File: config.mk
export PLATFORM = sky130hd
export DESIGN_NAME = bus_arbit_rr
export DESIGN_NICKNAME = d
export VERILOG_FILES = /design/src/rtl/bus_arbit_pkg.sv /design/src/rtl/rr_pick.sv /design/src/rtl/bus_arbit_rr.sv
export SDC_FILE = /design/constraint.sdc
export NUM_CORES = 1
export LEC_CHECK = 0
export ABC_AREA = 1
export BUFFER_PORTS_ARGS = -buffer_cell sky130_fd_sc_hd__buf_2
export CORE_AREA = 2 2 39 41
export DETAILED_ROUTE_END_ITERATION = 6
export DIE_AREA = 0 0 41 43
export PLACE_DENSITY = 0.54
export SYNTH_ARGS = -nofsm -noshare
export SYNTH_HDL_FRONTEND = slang
export SYNTH_SLANG_ARGS = --single-unit
export TNS_END_PERCENT = 50
File: constraint.sdc
create_clock -name clk -period 1.3 [get_ports clk]
set_input_delay 0 -clock clk [delete_from_list [all_inputs] [get_ports clk]]
set_output_delay 0 -clock clk [all_outputs]
set_load 0.02 [all_outputs]
File: src/rtl/bus_arbit_pkg.sv
// Shared definitions for the round-robin bus arbiter: state encoding,
// default sizing and a width helper.
package bus_arbit_pkg;

    localparam logic IDLE_STATE  = 1'b0;
    localparam logic GRANT_STATE = 1'b1;

    typedef enum logic {
        IDLE  = IDLE_STATE,
        GRANT = GRANT_STATE
    } state_e;

    localparam int DEFAULT_N_MASTER   = 2;
    localparam int DEFAULT_MAX_TENURE = 16;

    // Bits needed to index 'value' items, never less than one.
    function automatic int clog2_min1(input int value);
        int width;
        width = 1;
        while ((1 << width) < value) begin
            width++;
        end
        return width;
    endfunction

endpackage

File: src/rtl/rr_pick.sv
// Combinational round-robin picker: finds the first set request bit at or
// after 'ptr', wrapping from N-1 back to 0. Shared with other schedulers.
module rr_pick #(
    parameter int N     = 2,
    parameter int IDX_W = 1
) (
    input  logic [N-1:0]     req,
    input  logic [IDX_W-1:0] ptr,
    output logic [IDX_W-1:0] winner,
    output logic             valid
);

    logic [2*N-1:0] req_dbl;
    logic [N-1:0]   req_rot;
    logic [IDX_W:0] idx_sum;

    // Rotate so the pointer position lands on bit 0.
    assign req_dbl = {req, req} >> ptr;
    assign req_rot = req_dbl[N-1:0];

    // Lowest set bit of the rotated vector, mapped back to a master index.
    always_comb begin
        // NOTE: every output gets a default before the search so no path leaves
        // it unassigned; a missing default here would infer a latch.
        winner  = '0;
        valid   = 1'b0;
        idx_sum = '0;
        // Scan downward so the lowest matching offset is the last one written.
        for (int j = N - 1; j >= 0; j--) begin
            if (req_rot[j]) begin
                idx_sum = {1'b0, ptr} + (IDX_W + 1)'(j);
                if (idx_sum >= (IDX_W + 1)'(N)) begin
                    idx_sum = idx_sum - (IDX_W + 1)'(N);
                end
                winner = idx_sum[IDX_W-1:0];
                valid  = 1'b1;
            end
        end
    end

endmodule

File: src/rtl/bus_arbit_rr.sv
// Round-robin bus arbiter with bounded tenure. Owners are preempted after
// MAX_TENURE cycles only while another master waits; every handover passes
// through one idle cycle so grants never overlap.
module bus_arbit_rr
    import bus_arbit_pkg::*;
#(
    parameter int N_MASTER   = DEFAULT_N_MASTER,
    parameter int IDX_W      = clog2_min1(DEFAULT_N_MASTER),
    parameter int MAX_TENURE = DEFAULT_MAX_TENURE
) (
    input  logic                clk,
    input  logic                reset_n,
    input  logic [N_MASTER-1:0] m_req,
    output logic [N_MASTER-1:0] m_grant,
    output logic [IDX_W-1:0]    m_sel,
    output logic                bus_busy
);

    localparam int              TEN_W      = clog2_min1((MAX_TENURE > 1) ? MAX_TENURE : 2);
    localparam logic [TEN_W-1:0] TEN_LAST  = (MAX_TENURE > 0) ? TEN_W'(MAX_TENURE - 1) : '0;
    localparam logic            PREEMPT_EN = (MAX_TENURE != 0);
    localparam logic [IDX_W:0]  N_EXT      = (IDX_W + 1)'(N_MASTER);

    state_e           state;
    logic [TEN_W-1:0] tenure;
    logic [IDX_W-1:0] ptr;
    logic [IDX_W-1:0] pick_idx;
    logic             pick_valid;
    logic [IDX_W:0]   ptr_sum;
    logic [IDX_W-1:0] next_ptr;
    logic             owner_req;
    logic             other_req;

    rr_pick #(
        .N     (N_MASTER),
        .IDX_W (IDX_W)
    ) u_pick (
        .req    (m_req),
        .ptr    (ptr),
        .winner (pick_idx),
        .valid  (pick_valid)
    );

    // Pointer moves one past the winner, wrapping at N_MASTER.
    assign ptr_sum  = {1'b0, pick_idx} + (IDX_W + 1)'(1);
    assign next_ptr = (ptr_sum == N_EXT) ? '0 : ptr_sum[IDX_W-1:0];

    // m_grant is one-hot while granted, so masking picks out the owner.
    assign owner_req = |(m_req & m_grant);
    assign other_req = |(m_req & ~m_grant);
    assign bus_busy  = |m_grant;

    // Arbitration FSM with registered grant, select, pointer and tenure.
    always_ff @(posedge clk or negedge reset_n) begin
        // NOTE: sequential state uses non-blocking assignments so every
        // register samples pre-edge values and the update order is irrelevant.
        if (!reset_n) begin
            state   <= IDLE;
            m_grant <= '0;
            m_sel   <= '0;
            ptr     <= '0;
            tenure  <= '0;
        end else begin
            case (state)
                IDLE: begin
                    if (pick_valid) begin
                        state   <= GRANT;
                        m_grant <= N_MASTER'(1) << pick_idx;
                        m_sel   <= pick_idx;
                        tenure  <= '0;
                        ptr     <= next_ptr;
                    end
                end
                GRANT: begin
                    if (!owner_req) begin
                        // Release; m_sel keeps the last owner for the bus mux.
                        state   <= IDLE;
                        m_grant <= '0;
                    end else if (PREEMPT_EN && (tenure == TEN_LAST) && other_req) begin
                        state   <= IDLE;
                        m_grant <= '0;
                    end else if (tenure != TEN_LAST) begin
                        tenure <= tenure + TEN_W'(1);
                    end
                end
                default: begin
                    state   <= IDLE;
                    m_grant <= '0;
                end
            endcase
        end
    end

endmodule

==> results.md <==
Die:
- Measured along the x axis, the die boundary spans 41 microns.
- In this run the core area contains 14 standard-cell rows.
- The area of the die is roughly 0.0018 sq mm.
- The floorplan step set the die height to approximately 43 microns.
- The core footprint is between 0.001 and 0.0015 sq mm.
- The number of top-level pins is 8.
- The initial utilization of the core area, before any placement, comes to approximately a third.

Worst setup path:
- The largest single stage delay on the critical path is ~0.38 ns.
- The signal on the critical path passes through ha_1 -> nand3_1 -> inv_1 -> nand2_1 -> nand2_1 -> nand2_1 -> nand2_1 -> nand2_1.
- The data required time at the worst endpoint is 1.49 ns.
- The worst-path cell with the longest stage delay is sky130_fd_sc_hd__dfrtp_1.
- The largest fanout on the critical path is 2.
- The critical path class is flip-flop to flip-flop.
- The element type at the critical path end is a flip-flop.
- Counting stages on the worst path, the most repeated cell is sky130_fd_sc_hd__nand2_1.
- The kind of start point of the critical path is a flip-flop.
- The critical path data arrival time is roughly 1.3 ns.
- The cell family contributing the most delay on the critical path is simple AND/OR/NAND/NOR gates.
- The number of buffers and inverters on the critical path is 1.

Placement:
- The estimated wirelength of the detail-placed design is slightly above 700 microns.
- The last weighted congestion value of the routability-driven placer is ~0.73.
- The number of port buffers is 7.
- The instance area at placement is approximately 560 sq um.
- The number of placed instances, taps included is 89.

Clocking:
- The clock passes through at most 2 buffers.
- The clock net sink count is 9.
- The CTS tree is yes.
- TritonCTS created 3 clock buffers.
- The clock slew at the register clock pins of the worst setup and hold paths is around 0.06 ns.
- In this run the clock root is driven by a sky130_fd_sc_hd__clkbuf_4.
- The clock latency on the worst-skew pair is around 0.26 ns.
- In this run the number of H-tree levels came out at 1.

Detailed routing:
- In the routed layout, each cell is associated on average with a via count of approximately 4.7.
- Wires add up to approximately 960 microns.
- The total iterations of the first detailed-routing run is 6.
- The number of violations reported at the end of detailed-routing iteration 0 is 16.
- The count of nets left with antenna violations once routing finished came out at 0.
- The residual DRC count is 0.
- Dividing the detail-routed wire length by the instance count gives roughly 10 microns.
- Across all layers, the routed design uses roughly 450 vias.

Pwr:
- The power density over the cells is around 2200 mW/mm^2.
- The share of total power dissipated in combinational logic is between 40% and 50%.
- The switching power is 0.564 mW.
- The internal power of the cells totals between 0.7 and 0.8 mW.
- Of the total power, registers draw 37.1%.
- Summing internal, switching and leakage power gives 1.28 mW.
- For this design the static power due to leakage is 0.336 nW.
- In this run switching power makes up between 40 and 50% of total power.
- The maximum VDD drop is approximately 0.93 mV.
- The part of the total power dissipated in the clock network is 16.5%.

Min path:
- The class of the tightest hold or removal check is primary input to flip-flop.

Final layout:
- Leaving out fill and tap cells, the most frequent cells in the layout are sky130_fd_sc_hd__nand2_1, sky130_fd_sc_hd__nand3_1, sky130_fd_sc_hd__dfrtp_1.
- After the flow finishes, the layout carries non-filler instances totaling between 90 and 100.
- The post-route standard cell area excluding fillers is ~590 sq um.
- Measured on the finished design, the core utilization comes to approximately 43%.
- The growth of design area from synthesis to finish is 21.9%.
- The number of fill cells is about 150.
- The antenna diode instance count is 0.
- The leading cell type in the layout, fill and taps excluded is sky130_fd_sc_hd__nand2_1.
- In the final design database the tool counted 84 nets.
- The fraction of layout cells with a size suffix above 1 is 20.5%.

Timing:
- The worst path needs around 1.1 ns of the cycle, external delays included.
- Based on the critical path, the design can be clocked at up to ~0.87 GHz.
- Adding up every negative setup slack in the final design gives 0 ns.
- Setup violations remaining at the end of the flow were counted as 0.
- In this run the tightest slew margin relative to its limit is between 80 and 90%.
- The number of pins exceeding their max-slew limit in the final report is 0.
- The final clock period utilization by the worst path is between 80 and 90%.
- Setup repair after global routing left no endpoint under its margin.
- Across the routed clock network, the largest skew measured is just over 0.008 ns.
- The transition time at the pin with the least slew margin is 0.272 ns.
- The total count of hold-check failures in the final report came to 0.

Global route:
- The number of global-route vias before repair is 383.
- The first global-routing pass estimated roughly 1600 microns of wire.
- The overall track demand over capacity in global routing is between 10% and 20%.
- After global routing the overflow that remains totals 0.
- The number of antenna violations at the first check in global routing came to 0.
- The maximum number of pins on one net before global-route repair is 10.

Logic synthesis:
- The area fraction in compound gates after synthesis is roughly 6.4%.
- By area the synthesized netlist is led by sky130_fd_sc_hd__dfrtp_1, sky130_fd_sc_hd__nand2_1, sky130_fd_sc_hd__nand3_1.
- The distinct cell type count after synthesis is 13.
- The fraction of post-synthesis cell area in the top cell type by area is between 40% and 50%.
- After technology mapping, the gate count stands at 64.
- The post-synthesis xor/xnor area fraction is approximately 1.8%.
- The post-synthesis sequential element count is 9.
- The synthesized netlist devotes a little under two fifths of its cell area to simple gates.
- The average instance in the mapped netlist occupies between 7 and 8 sq um.
- After Yosys synthesis, full adders, half adders and majority gates account for 2.57% of the synthesized area.
- The synthesized design spends more area on one cell type than any other, namely sky130_fd_sc_hd__dfrtp_1.
- The sequential cell area fraction in the yosys report is a little under half.
- The combined area of all synthesized cells is roughly 490 sq um.
- The share of cell area taken by muxes after synthesis is 0%.
- By area, the combinational part of the netlist is dominated by simple AND/OR/NAND/NOR gates.
- Synthesis produced a netlist with a net count of 69.
- The number of warnings reported in the yosys synthesis log is 0.

Job:
- Max-cap violations in this run came to 0.

Outcome:
- The run finished with clean final reports.
[layout make-up]
type                            count  area, sq um  area share, %
Clock buffer                        4         26.3           4.43
Timing Repair Buffer               10         60.1           10.1
Sequential cell                     9          225           38.0
Inverter                            7         26.3           4.43
Multi-Input combinational cell     48          235           39.7
Tap cell                           16         20.0           3.38
[metal layers]
metal	GRT usage (%)	part of all wire, %	vias to the layer above
met3	4.71	4.5	0
met1	21.0	48	199
met4	6.00	0	0
met5	0	0	-
li1	-	-	235
met2	17.5	47	11
[Yosys cell counts]
| library cell | n |
|---|---|
| sky130_fd_sc_hd__nor2_1 | 3 |
| sky130_fd_sc_hd__nand3_2 | 1 |
| sky130_fd_sc_hd__nand2_1 | 26 |
| sky130_fd_sc_hd__nand3_1 | 9 |
| sky130_fd_sc_hd__nand2_2 | 2 |
| sky130_fd_sc_hd__nand4_1 | 1 |
| sky130_fd_sc_hd__o21ai_4 | 1 |
| sky130_fd_sc_hd__a21oi_1 | 2 |
| sky130_fd_sc_hd__o21ai_0 | 1 |
| sky130_fd_sc_hd__inv_1 | 7 |
| sky130_fd_sc_hd__ha_1 | 1 |
| sky130_fd_sc_hd__dfrtp_1 | 9 |
| sky130_fd_sc_hd__xnor2_1 | 1 |
[final timing paths]
path / startpoint / endpoint / slack (ns) / cells past startpoint
max in group asynchronous: reset_n / m_sel / 0.99 / 2
min in group asynchronous: reset_n / tenure[1] / 0.12 / 2
max reg2reg: tenure[0] / m_grant[0] / 0.15 / 8
min: m_req[0] / state / 0.1 / 3
max: tenure[0] / m_grant[0] / 0.15 / 8
min reg2reg: m_sel / m_sel / 0.47 / 2
[flip-flops by register name (all words and copies together) (netlist names)]
signal and cells:
tenure 4, m_grant 2, m_sel 1, ptr 1, state 1
[power groups by stage]
stage / logic, mW / registers (mW) / clock network (mW)
3_3_place_gp: 0.602 / 0.483 / 0
4_1_cts: 0.605 / 0.479 / 0.224
6_report: 0.596 / 0.476 / 0.212
5_1_grt: 0.674 / 0.493 / 0.248
3_5_place_dp: 0.597 / 0.482 / 0
2_1_floorplan: 0.353 / 0.533 / 0
[metrics by stage]
| stage | hold slack, ns | worst slack [ns] |
|---|---|---|
| detailed placement | -0.133 | 0.170 |
| floorplan | -0.296 | 0.199 |
| global route | 0.114 | 0.0198 |
| CTS | 0.0931 | 0.145 |
| finish | 0.0973 | 0.150 |
| global placement | -0.132 | 0.173 |
[cells by family (layout without fill, tap and decap cells)]
| logic type | after synthesis | count (layout) |
|---|---|---|
| buffers and inverters | 7 | 21 |
| and+or+nand+nor | 42 | 42 |
| adders and majority gates | 1 | 1 |
| xor gates and xnor gates | 1 | 1 |
| DFF | 9 | 9 |
| AOI/OAI and AO/OA | 4 | 4 |
[what timing repair did]
item / in CTS / in global routing
endpoints found under the setup margin: 0 / 0
endpoints found under the hold margin: 9 / 0
hold buffers: 1 / 0
setup buffers: 0 / 0
gates resized for setup: 0 / 0
[worst min-delay path, delay by kind of cell]
family | cells | cell delay (ns)
simple gates | 1 | 0.08
compound gates | 1 | 0.10
buf+inv | 1 | 0.15
(Power assumes the default switching activity.)
